**src/rtl/damage_pkg.sv**
```systemverilog
// Shared constants, state encoding and target mapping for the damage encode path.
package damage_pkg;
  localparam int N_UNITS = 16;
  localparam int SEL_W   = 5;
  localparam int DMG_W   = 8;
  localparam int TOT_W   = 12;
  localparam logic [SEL_W-1:0] TOWER_SEL = 5'd16;

  typedef enum logic [1:0] {
    S_IDLE  = 2'd0,
    S_SCAN  = 2'd1,
    S_DRAIN = 2'd2,
    S_DONE  = 2'd3
  } state_t;

  // Targets 16..31 all collapse onto the single tower accumulator.
  function automatic logic [SEL_W-1:0] map_target(input logic [SEL_W-1:0] t);
    return t[SEL_W-1] ? TOWER_SEL : t;
  endfunction
endpackage

```
**src/rtl/damage_sat_add.sv**
```systemverilog
// Combinational accumulator + damage adder that clamps at the all-ones total.
module damage_sat_add #(
  parameter int TOT_W = 12,
  parameter int DMG_W = 8
) (
  input  logic [TOT_W-1:0] a,
  input  logic [DMG_W-1:0] b,
  output logic [TOT_W-1:0] sum
);
  logic [TOT_W:0] wide;

  assign wide = {1'b0, a} + {{(TOT_W + 1 - DMG_W){1'b0}}, b};
  assign sum  = wide[TOT_W] ? {TOT_W{1'b1}} : wide[TOT_W-1:0];
endmodule

```
**src/rtl/damage_encoder.sv**
```systemverilog
// Per-round damage aggregator: snapshot attackers, scan-sum per target, then
// stream one (select, total) pair per damaged target.
module damage_encoder #(
  parameter int N_ATT = 16,
  parameter int DMG_W = 8,
  parameter int TOT_W = 12
) (
  input  logic                   clk,
  input  logic                   reset,
  input  logic                   frame_start,
  input  logic [N_ATT-1:0]       attack_valid,
  input  logic [5*N_ATT-1:0]     attack_target,
  input  logic [DMG_W*N_ATT-1:0] attack_damage,
  output logic [4:0]             damage_select,
  output logic [TOT_W-1:0]       total_damage,
  output logic                   damage_valid,
  output logic                   busy,
  output logic                   done,
  output logic [1:0]             debug_state
);
  import damage_pkg::*;

  // damage_valid qualifies (damage_select, total_damage) for exactly one cycle;
  // there is no ready, the consumer must take every valid pair as it appears.

  localparam logic [4:0] SCAN_LAST = 5'(N_ATT - 1);

  state_t state, state_nxt;

  logic [N_ATT-1:0]       valid_q;
  logic [5*N_ATT-1:0]     target_q;
  logic [DMG_W*N_ATT-1:0] damage_q;
  logic [TOT_W-1:0]       acc [0:N_UNITS];
  logic [4:0]             idx;

  logic             cur_valid;
  logic [4:0]       cur_tgt;
  logic [DMG_W-1:0] cur_dmg;
  logic [4:0]       cur_slot;
  logic [TOT_W-1:0] acc_sum;

  assign cur_valid = valid_q[idx[3:0]];
  assign cur_tgt   = target_q[5*idx[3:0] +: 5];
  assign cur_dmg   = damage_q[DMG_W*idx[3:0] +: DMG_W];
  assign cur_slot  = map_target(cur_tgt);

  damage_sat_add #(.TOT_W(TOT_W), .DMG_W(DMG_W)) u_sat_add (
    .a  (acc[cur_slot]),
    .b  (cur_dmg),
    .sum(acc_sum)
  );

  always_ff @(posedge clk or posedge reset) begin
    if (reset) state <= S_IDLE;
    else       state <= state_nxt;
  end

  always_comb begin
    state_nxt = state;
    case (state)
      S_IDLE:  if (frame_start) state_nxt = S_SCAN;
      S_SCAN:  if (idx == SCAN_LAST) state_nxt = S_DRAIN;
      S_DRAIN: if (idx == TOWER_SEL) state_nxt = S_DONE;
      S_DONE:  state_nxt = S_IDLE;
      default: state_nxt = S_IDLE;
    endcase
  end

  always_ff @(posedge clk or posedge reset) begin
    if (reset) begin
      valid_q       <= '0;
      target_q      <= '0;
      damage_q      <= '0;
      idx           <= '0;
      for (int j = 0; j <= N_UNITS; j++) acc[j] <= '0;
      damage_select <= TOWER_SEL;
      total_damage  <= '0;
      damage_valid  <= 1'b0;
      done          <= 1'b0;
    end else begin
      // Idle pair unless a damaged target is being drained this cycle.
      damage_select <= TOWER_SEL;
      total_damage  <= '0;
      damage_valid  <= 1'b0;
      done          <= 1'b0;
      case (state)
        S_IDLE: begin
          if (frame_start) begin
            valid_q  <= attack_valid;
            target_q <= attack_target;
            damage_q <= attack_damage;
            idx      <= '0;
            for (int j = 0; j <= N_UNITS; j++) acc[j] <= '0;
          end
        end
        S_SCAN: begin
          if (cur_valid && (cur_dmg != '0)) acc[cur_slot] <= acc_sum;
          idx <= (idx == SCAN_LAST) ? 5'd0 : idx + 5'd1;
        end
        S_DRAIN: begin
          if (acc[idx] != '0) begin
            damage_select <= idx;
            total_damage  <= acc[idx];
            damage_valid  <= 1'b1;
          end
          idx <= (idx == TOWER_SEL) ? 5'd0 : idx + 5'd1;
        end
        S_DONE: done <= 1'b1;
        default: ;
      endcase
    end
  end

  assign busy        = (state != S_IDLE);
  assign debug_state = state;
endmodule

```
**config.mk**
```make
export PLATFORM = sky130hd
export DESIGN_NAME = damage_encoder
export DESIGN_NICKNAME = d
export VERILOG_FILES = /design/src/rtl/damage_pkg.sv /design/src/rtl/damage_sat_add.sv /design/src/rtl/damage_encoder.sv
export SDC_FILE = /design/constraint.sdc
export NUM_CORES = 1
export LEC_CHECK = 0
export CAP_MARGIN = 20
export CORE_ASPECT_RATIO = 0.75
export CORE_UTILIZATION = 57
export CTS_CLUSTER_SIZE = 30
export DETAILED_ROUTE_END_ITERATION = 12
export GPL_TIMING_DRIVEN = 0
export PLACE_DENSITY = 0.8
export SYNTH_ARGS = -nofsm -noshare
export SYNTH_HDL_FRONTEND = slang
export SYNTH_HIERARCHICAL = 1
export SYNTH_SLANG_ARGS = --single-unit
```
**constraint.sdc**
```tcl
create_clock -name clk -period 19.45 [get_ports clk]
set_input_delay 1.945 -clock clk [delete_from_list [all_inputs] [get_ports clk]]
set_output_delay 1.945 -clock clk [all_outputs]
set_load 0.03 [all_outputs]
```
==> results of run 1 <==
## stage by stage
stage	instance area [sq um]	hold slack, ps	setup TNS, ps
2_1_floorplan	22800	460	0
3_3_place_gp	25900	479	-21720
3_5_place_dp	26000	487	0
4_1_cts	27600	502	0
5_1_grt	27600	512	0
6_report	27600	501	0
## cell usage after synthesis, types with 10 or more instances
cell,count
a21o_1,11
a21oi_1,40
a221oi_1,12
a22o_1,136
a22oi_1,21
a31oi_1,19
buf_2,46
buf_4,12
clkbuf_1,71
dfrtp_1,453
ha_1,17
inv_1,24
mux2_2,235
mux2i_1,55
mux4_1,18
mux4_2,91
nand2_1,137
nand3_1,17
nor2_1,34
nor2b_1,17
nor3_1,12
nor4_1,13
o21ai_0,42
o21ai_1,10
o221ai_1,14
o2bb2ai_1,45
## power by group through the flow
stage | logic (mW) | clock network [mW] | registers, mW
detailed placement | 2.62 | 0 | 1.48
finish | 2.82 | 0.939 | 1.48
floorplan | 1.68 | 0 | 1.42
CTS | 2.64 | 0.938 | 1.47
global route | 2.85 | 0.976 | 1.51
global placement | 2.58 | 0 | 1.46
## path summary, 6_finish.rpt
check | slack, ps | to | from | cells past startpoint
worst min-delay path | 500 | damage_q[18]$_DFFE_PP0P_ | damage_q[18]$_DFFE_PP0P_ | 1
worst max register to register | 11950 | acc[83]$_DFFE_PP0P_ | idx[2]$_DFFE_PP0P_ | 21
max in group asynchronous | 15950 | valid_q[6]$_DFFE_PP0P_ | reset | 4
worst max-delay path | 11950 | acc[83]$_DFFE_PP0P_ | idx[2]$_DFFE_PP0P_ | 21
worst min register to register | 500 | damage_q[18]$_DFFE_PP0P_ | damage_q[18]$_DFFE_PP0P_ | 1
min in group asynchronous | 1870 | acc[178]$_DFFE_PP0P_ | reset | 2
## critical path, cell delays in order, from the launching register on
cell	delay [ps]
dfrtp_1	320
buf_2	330
buf_2	420
buf_2	500
mux2i_1	220
a22oi_1	250
and3_1	310
a21o_1	200
clkbuf_1	550
buf_1	800
nand2_1	110
o21ai_0	180
o221ai_1	330
a21oi_1	400
ha_1	240
a211oi_2	100
o21a_1	260
o41ai_2	370
mux2i_1	230
buf_1	490
clkbuf_1	560
a22o_1	260
## cell families (layout without fill, tap and decap cells)
| group | after synthesis | after routing | share of synthesized area |
|---|---|---|---|
| compound gates | 427 | 427 | 0.147 |
| xor+xnor | 3 | 3 | 0.00115 |
| fa+ha+maj | 18 | 18 | 0.0102 |
| buf+inv | 170 | 505 | 0.0370 |
| flops | 454 | 454 | 0.499 |
| mux | 405 | 405 | 0.256 |
| simple gates | 255 | 255 | 0.0500 |
## placed cells by master, fill, tap and decap left out, types with 40 or more instances in the layout
master / Yosys / layout
a21oi_1: 40 / 40
buf_2: 46 / 46
a22o_1: 136 / 136
clkbuf_1: 71 / 77
mux4_2: 91 / 91
mux2_2: 235 / 235
clkdlybuf4s50_1: 0 / 248
clkbuf_16: 0 / 47
o2bb2ai_1: 45 / 45
o21ai_0: 42 / 42
dfrtp_1: 453 / 453
mux2i_1: 55 / 55
nand2_1: 137 / 137
## sequential cells by signal (all words and copies together), names as in the netlist
register and cells:
acc 204, damage_q 128, damage_select 5, damage_valid 1
debug_state 2, done 1, idx 5, target_q 80
total_damage 12, valid_q 16
## per-layer routing
| layer | track usage | up-vias |
|---|---|---|
| met1 | 0.587 | 9315 |
| met3 | 0.184 | 216 |
| li1 | - | 7280 |
| met2 | 0.553 | 1380 |
| met5 | 0 | - |
| met4 | 0.107 | 2 |
## layout make-up
| type | instances | area (sq um) |
|---|---|---|
| Buffer | 143 | 741 |
| Clock buffer | 63 | 1340 |
| Clock inverter | 18 | 234 |
| Fill cell | 2749 | 11900 |
| Inverter | 27 | 109 |
| Multi-Input combinational cell | 1108 | 10600 |
| Sequential cell | 454 | 11400 |
| Tap cell | 520 | 651 |
| Timing Repair Buffer | 254 | 2600 |
==> results.json, run 1 <==
{
  "synth_area_sq_um": 22800,
  "antenna_left": 0,
  "clock_skew_ps": 17.4,
  "pre_cts_slack_ps": 12330,
  "cp_data_required_time_ps": 19960,
  "p_sw_frac": 0.469,
  "maxCapViolations": 0,
  "cellLeakagePower_nw": 11.5,
  "slew_headroom": 0.236,
  "top_level_ports": 249,
  "dr_wl_met2_um": 34300,
  "synth_warnings": 6,
  "setup_viol": 0,
  "vdd_drop_max_mv": 0.139,
  "track_usage": 0.407,
  "nNetsFinal": 2278,
  "grt_max_degree": 132,
  "design_power_total_mw": 5.24,
  "cts_root_buf": "clkbuf_16",
  "syn_to_final_growth_pct": 21.2,
  "crit_fanout": 10,
  "drive_above_1_share": 0.240,
  "rows": 63,
  "seq_area_frac_synth": 0.499,
  "p_clk_frac": 0.179,
  "die_w_um": 233,
  "report.final.slew_viol_count": 0,
  "synthTopCellsByArea": "dfrtp_1, mux2_2, mux4_2, a22o_1, mux2i_1",
  "overflow": 0,
  "hold_viol": 0,
  "drc": 0,
  "critPathCaptureType": "flip-flop",
  "antenna_found_initial": 3,
  "rsz0062_at_grt": "no",
  "ys_types": 76,
  "numClockSinks": 454,
  "ys.flop_type": "dfrtp_1",
  "die_y_um": 175,
  "yosysTopAreaCell": "dfrtp_1",
  "seqPwrFrac": 0.283,
  "vias": 18200,
  "wl_met3_um": 12900,
  "status": "finished, final reports clean",
  "portBuffers": 248,
  "final_core_util": 0.699,
  "post-cts-setup-buffer-count": 0,
  "fin_crit_ps": 7500,
  "antennaDiodeCount": 0,
  "hold_buffers": 0,
  "wl_per_cell_um": 32.1,
  "grt_first_pass_wirelength_um": 120000,
  "core_sq_um": 39500,
  "dpl.cell_count": 2503,
  "p_sw_mw": 2.46,
  "min_period_over_period": 0.385,
  "tightestPinTransition_ps": 1140,
  "syn_inst": 1732,
  "avgSynthCellArea_sq_um": 13.2,
  "cts_tree": "done",
  "instances_no_fill": 2587,
  "cts_resized": 0,
  "internal_power_mw": 2.78,
  "synthArstFlopShare": 1.00,
  "worst_setup_path_start_kind": "flip-flop",
  "cts_buffer_depth": 3,
  "met1_length_um": 33100,
  "clk_pin_slew_ps": 70,
  "synth_top_area_share": 0.497,
  "wl_um": 83000,
  "clock.fmax_mhz": 133,
  "numCtsBuffers": 45,
  "dpl.hpwl_um": 60400,
  "gp_congestion": 1.04,
  "vias_per_cell": 7.03,
  "clk-insertion-delay-late_ps": 580,
  "pwr-share-comb": 0.538,
  "drtIter0Drc": 2541,
  "grt_pass1_vias": 17800,
  "holdCritPathClass": "flip-flop to flip-flop",
  "worstSetupPathType": "flip-flop to flip-flop",
  "first_pass_iters": 6,
  "start_util": 0.577,
  "powerDensity_nw_per_um2": 190,
  "synth_edf_count": 0,
  "ctsHtreeMaxLevel": 2,
  "synth_nets": 1977,
  "ys_ff_latch": 454,
  "crit_arrival_ps": 8000,
  "finalWorstSetupSlack_ps": 11950,
  "dieArea_sq_um": 40800,
  "highest_layer": "met5"
}
Power figures use the tool's default switching activity.
==> inputs of run 2 (changes only) <==
Clock period 19.45 ns to 7.7 ns, I/O delays scaled along.
==> results.json, run 2 (same netlist as run 1, synthesis figures left out) <==
{
  "antenna_left": 0,
  "final_area_sq_um": 27800,
  "cts_root_buf": "clkbuf_16",
  "vias": 18400,
  "die_y_um": 175,
  "syn_to_final_growth_pct": 22.1,
  "portBuffers": 248,
  "holdCritPathClass": "flip-flop to flip-flop",
  "instances_no_fill": 2603,
  "antenna_found_initial": 2,
  "report.final.slew_viol_count": 0,
  "pre_cts_slack_ps": 369,
  "reg_top3": "acc: 204 flops, damage_q: 128 flops, target_q: 80 flops",
  "dpl.cell_count": 2514,
  "numClockSinks": 454,
  "hold_viol": 0,
  "slew_headroom": 0.255,
  "rows": 63,
  "largest_reg_flops": 204,
  "ctsHtreeMaxLevel": 2,
  "setup_viol": 0,
  "wl_per_cell_um": 33.1,
  "crit_top_cell": "buf_2",
  "track_usage": 0.424,
  "crit_fanout": 10,
  "powerDensity_nw_per_um2": 479,
  "crit_slowest_cell": "buf_2",
  "gp_congestion": 1.07,
  "r2r_end": "acc[79]$_DFFE_PP0P_",
  "nNetsFinal": 2289,
  "worstHoldEndpoint": "damage_q[96]$_DFFE_PP0P_",
  "crit_arrival_ps": 8160,
  "design_power_total_mw": 13.3,
  "cp_data_required_time_ps": 8200,
  "worst_setup_path_start_kind": "flip-flop",
  "rsz0062_at_grt": "no",
  "drc": 0,
  "hold_depth": 1,
  "min_period_over_period": 0.995,
  "overflow": 0,
  "finalWorstSetupSlack_ps": 34.9,
  "vdd_drop_max_mv": 0.369,
  "start_util": 0.577,
  "vias_per_cell": 7.08,
  "grt_pass1_vias": 18200,
  "hp-start": "damage_q[96]$_DFFE_PP0P_",
  "reg2reg_depth": 21,
  "clk_pin_slew_ps": 70,
  "critPathCaptureType": "flip-flop",
  "tightestPinTransition_ps": 1110,
  "clk-insertion-delay-late_ps": 580,
  "die_w_um": 233,
  "maxCapViolations": 0,
  "drtIter0Drc": 2583,
  "worstSetupPathType": "flip-flop to flip-flop",
  "clock_skew_ps": 29.7,
  "core_sq_um": 39500,
  "layout_commonest_cell": "dfrtp_1",
  "cp_slowest_stage_delay_ps": 640,
  "path_cells": "buf_2 -> buf_2 -> buf_2 -> mux2i_1 -> a22oi_1 -> nand3_1 -> nand2_1 -> buf_2 -> buf_2 -> nand2_1 -> o221ai_1 -> o211ai_1 -> a31oi_1 -> ha_1 -> fa_1 -> a211oi_2 -> o211ai_4 -> nand2_1 -> o2bb2ai_1 -> clkbuf_1 -> a22o_1",
  "cts_buffer_depth": 3,
  "r2r_start": "idx[2]$_DFFE_PP0P_",
  "drive_above_1_share": 0.245,
  "wl_um": 86100,
  "placed_area_sq_um": 26200,
  "mostFrequentLayoutCells": "dfrtp_1, clkdlybuf4s50_1, mux2_2, nand2_1, a22o_1",
  "dieArea_sq_um": 40800,
  "top_register": "acc",
  "cts_tree": "done",
  "grt_max_degree": 45,
  "top_level_ports": 249,
  "first_pass_iters": 6,
  "cellLeakagePower_nw": 11.6,
  "grt_first_pass_wirelength_um": 123000,
  "dpl.hpwl_um": 62600,
  "numCtsBuffers": 46,
  "fin_crit_ps": 7670,
  "clock.fmax_mhz": 130,
  "status": "finished, final reports clean",
  "reg2reg_slack_ps": 30,
  "hold_buffers": 0
}
run 2: cell types whose count changed in the layout (fill, tap and decap cells not counted), sizes merged:
cell      delta
clkinv       +1
diode        +2
clkinvlp     -2
clkbuf       +6
buf         +10
bufinv       -1
run 2: worst max-delay path by stage:
stage	from	to	slack [ps]	cells past startpoint
5_1_grt	idx[2]$_DFFE_PP0P_	acc[71]$_DFFE_PP0P_	80	21
2_1_floorplan	reset	acc[0]$_DFFE_PP0P_	790	1
6_report	idx[2]$_DFFE_PP0P_	acc[79]$_DFFE_PP0P_	30	21
3_5_place_dp	idx[2]$_DFFE_PP0P_	acc[71]$_DFFE_PP0P_	370	19
4_1_cts	idx[2]$_DFFE_PP0P_	acc[83]$_DFFE_PP0P_	300	19
3_3_place_gp	reset	damage_q[69]$_DFFE_PP0P_	-2040	2
run 2: cell type report:
type	count	area, sq um
flip-flops and latches	454	11400
diodes	2	5.00
fillers	2718	11700
multi-input cells	1108	10600
plain buffers	143	742
repair buffers	264	2780
clock buffers	69	1400
clock inverters	16	201
inverters	27	105
well taps	520	651
run 2: power by group:
part / internal (mW) / leakage (nW) / total (mW) / switching, mW
logic: 2.45 / 5.00 / 7.20 / 4.75
registers: 3.22 / 5.83 / 3.75 / 0.532
clock network: 1.39 / 0.784 / 2.39 / 0.998
run 2: stage by stage:
step	setup TNS, ps	utilization	hold slack, ps
after global placement	-898490	0.656	478
after detailed placement	0	0.663	487
after global routing	0	0.705	512
after floorplan	0	-	460
final	0	0.705	499
after CTS	0	0.704	501
run 2: per-layer routing:
metal  wire length, um  GRT usage  vias up  part of all wire
li1                  -          -     7319                 -
met1             33900      0.604     9330              0.39
met2             33800      0.545     1524              0.39
met3             14800      0.224      250              0.17
met4              3400      0.145        4             0.040
met5               174     0.0180        -            0.0020
run 2: repair_timing:
action	CTS	global route
endpoints found under the setup margin	0	39
resized for setup	0	3
buffers inserted	0	0
run 2: worst max-delay path, delay by kind of cell (launching register included):
family | cells | cell delay (ps)
AOI/OAI and AO/OA | 8 | 2460
and+or+nand+nor | 4 | 1010
DFF | 1 | 320
adders and majority gates | 2 | 620
muxes | 1 | 150
buffers and inverters | 6 | 2980
==> inputs of run 3 (changes only) <==
Settings changed: CORE_MARGIN set to 1.5.
==> results.json, run 3 (same netlist as run 1, synthesis figures left out) <==
{
  "wl_um": 87500,
  "grt_max_degree": 45,
  "rsz0062_at_grt": "no",
  "seqPwrFrac": 0.280,
  "vias_per_cell": 7.10,
  "die_y_um": 176,
  "syn_to_final_growth_pct": 21.6,
  "clock_skew_ps": 22.2,
  "top_register": "acc",
  "critPathCaptureType": "flip-flop",
  "report.final.slew_viol_count": 0,
  "final_area_sq_um": 27700,
  "worstSetupPathType": "flip-flop to flip-flop",
  "numClockSinks": 454,
  "top_level_ports": 249,
  "clk_pin_slew_ps": 70,
  "worst_setup_path_start_kind": "flip-flop",
  "wl_per_cell_um": 33.7,
  "final_core_util": 0.702,
  "gp_congestion": 1.07,
  "cts_tree": "done",
  "grt_first_pass_wirelength_um": 125000,
  "hold_buffers": 0,
  "p_clk_frac": 0.176,
  "slew_headroom": 0.190,
  "dieArea_sq_um": 41200,
  "largest_reg_flops": 204,
  "antenna_found_initial": 3,
  "cellLeakagePower_nw": 11.6,
  "cts_root_buf": "clkbuf_16",
  "clock.fmax_mhz": 130,
  "reg_top3": "acc: 204 flops, damage_q: 128 flops, target_q: 80 flops",
  "pwr-share-comb": 0.544,
  "maxCapViolations": 0,
  "min_period_over_period": 1.00,
  "ctsHtreeMaxLevel": 2,
  "placed_area_sq_um": 26200,
  "violations": "setup timing",
  "portBuffers": 248,
  "crit_fanout": 10,
  "setup_viol": 6,
  "drc": 0,
  "finalSetupTns_ps": -91.6,
  "nNetsFinal": 2286,
  "fillers": 2691,
  "dpl.hpwl_um": 63400,
  "powerDensity_nw_per_um2": 482,
  "p_sw_frac": 0.475,
  "post-cts-setup-buffer-count": 0,
  "first_pass_iters": 6,
  "pre_cts_slack_ps": 182,
  "hold_viol": 0,
  "rows": 63,
  "vdd_drop_max_mv": 0.320,
  "mostFrequentLayoutCells": "dfrtp_1, clkdlybuf4s50_1, mux2_2, nand2_1, a22o_1",
  "die_w_um": 234,
  "fin_crit_ps": 7720,
  "internal_power_mw": 7.01,
  "drtIter0Drc": 2522,
  "status": "finished with violations",
  "track_usage": 0.426,
  "overflow": 0,
  "layout_commonest_cell": "dfrtp_1",
  "core_sq_um": 39500,
  "start_util": 0.577,
  "cts_resized": 0,
  "holdCritPathClass": "flip-flop to flip-flop",
  "grt_pass1_vias": 18200,
  "numCtsBuffers": 45,
  "antenna_left": 0,
  "drive_above_1_share": 0.244,
  "finalWorstSetupSlack_ps": -20.9,
  "dpl.cell_count": 2512,
  "instances_no_fill": 2598,
  "cts_buffer_depth": 3,
  "p_sw_mw": 6.34,
  "vias": 18400,
  "tightestPinTransition_ps": 1220,
  "cp_data_required_time_ps": 8200,
  "clk-insertion-delay-late_ps": 580,
  "crit_arrival_ps": 8220
}
[run 3: worst max-delay path, stage by stage, from the launching register on]
cell and delay, ps:
dfrtp_1 310, buf_2 320, buf_2 430, buf_2 490, mux2i_1 180, a22oi_1 250, and3_1 330, a21o_1 200
clkbuf_1 690, buf_1 780, nand2_1 100, o21ai_0 460, o221ai_1 210, a21oi_1 330, ha_1 270, o21ai_2 110
o21a_1 220, o41ai_2 370, mux2i_1 240, buf_1 500, clkbuf_1 570, a22o_1 250
[run 3: worst paths after layout]
path | to | depth (start not counted) | from | slack (ps)
worst max-delay path | acc[95]$_DFFE_PP0P_ | 21 | idx[2]$_DFFE_PP0P_ | -20
max in group asynchronous | damage_q[109]$_DFFE_PP0P_ | 7 | reset | 5320
worst min-delay path | damage_q[76]$_DFFE_PP0P_ | 1 | damage_q[76]$_DFFE_PP0P_ | 500
min in group asynchronous | acc[21]$_DFFE_PP0P_ | 2 | reset | 600
worst min register to register | damage_q[76]$_DFFE_PP0P_ | 1 | damage_q[76]$_DFFE_PP0P_ | 500
worst max register to register | acc[95]$_DFFE_PP0P_ | 21 | idx[2]$_DFFE_PP0P_ | -20
[run 3: routing by layer]
| layer | routed length, um | track usage | vias up |
|---|---|---|---|
| met5 | 121 | 0.0192 | - |
| met4 | 3500 | 0.148 | 4 |
| met3 | 13700 | 0.219 | 275 |
| met2 | 35000 | 0.558 | 1438 |
| met1 | 35200 | 0.601 | 9406 |
| li1 | - | - | 7315 |
[run 3: cell type report]
| cell class | instances | area [sq um] | share of cell area |
|---|---|---|---|
| diodes | 1 | 2.50 | 0.0000903 |
| multi-input cells | 1108 | 10600 | 0.382 |
| repair buffers | 262 | 2730 | 0.0986 |
| clock inverters | 18 | 201 | 0.00727 |
| clock buffers | 65 | 1330 | 0.0481 |
| plain buffers | 143 | 743 | 0.0268 |
| inverters | 27 | 105 | 0.00379 |
| well taps | 520 | 651 | 0.0235 |
| flip-flops and latches | 454 | 11400 | 0.410 |
[run 3: power groups by stage]
stage          Combinational, mW  Clock, mW  Sequential [mW]
2_1_floorplan               4.24          0             3.59
3_3_place_gp                6.68          0             3.69
3_5_place_dp                6.78          0             3.74
4_1_cts                     6.82       2.34             3.71
5_1_grt                     7.37       2.44             3.82
6_report                    7.26       2.34             3.74
[run 3: stage by stage]
| stage | hold slack [ps] | power, mW |
|---|---|---|
| after global placement | 477 | 10.4 |
| after detailed placement | 486 | 10.5 |
| after floorplan | 460 | 7.82 |
| after CTS | 501 | 12.9 |
| after global routing | 512 | 13.6 |
| final | 498 | 13.3 |
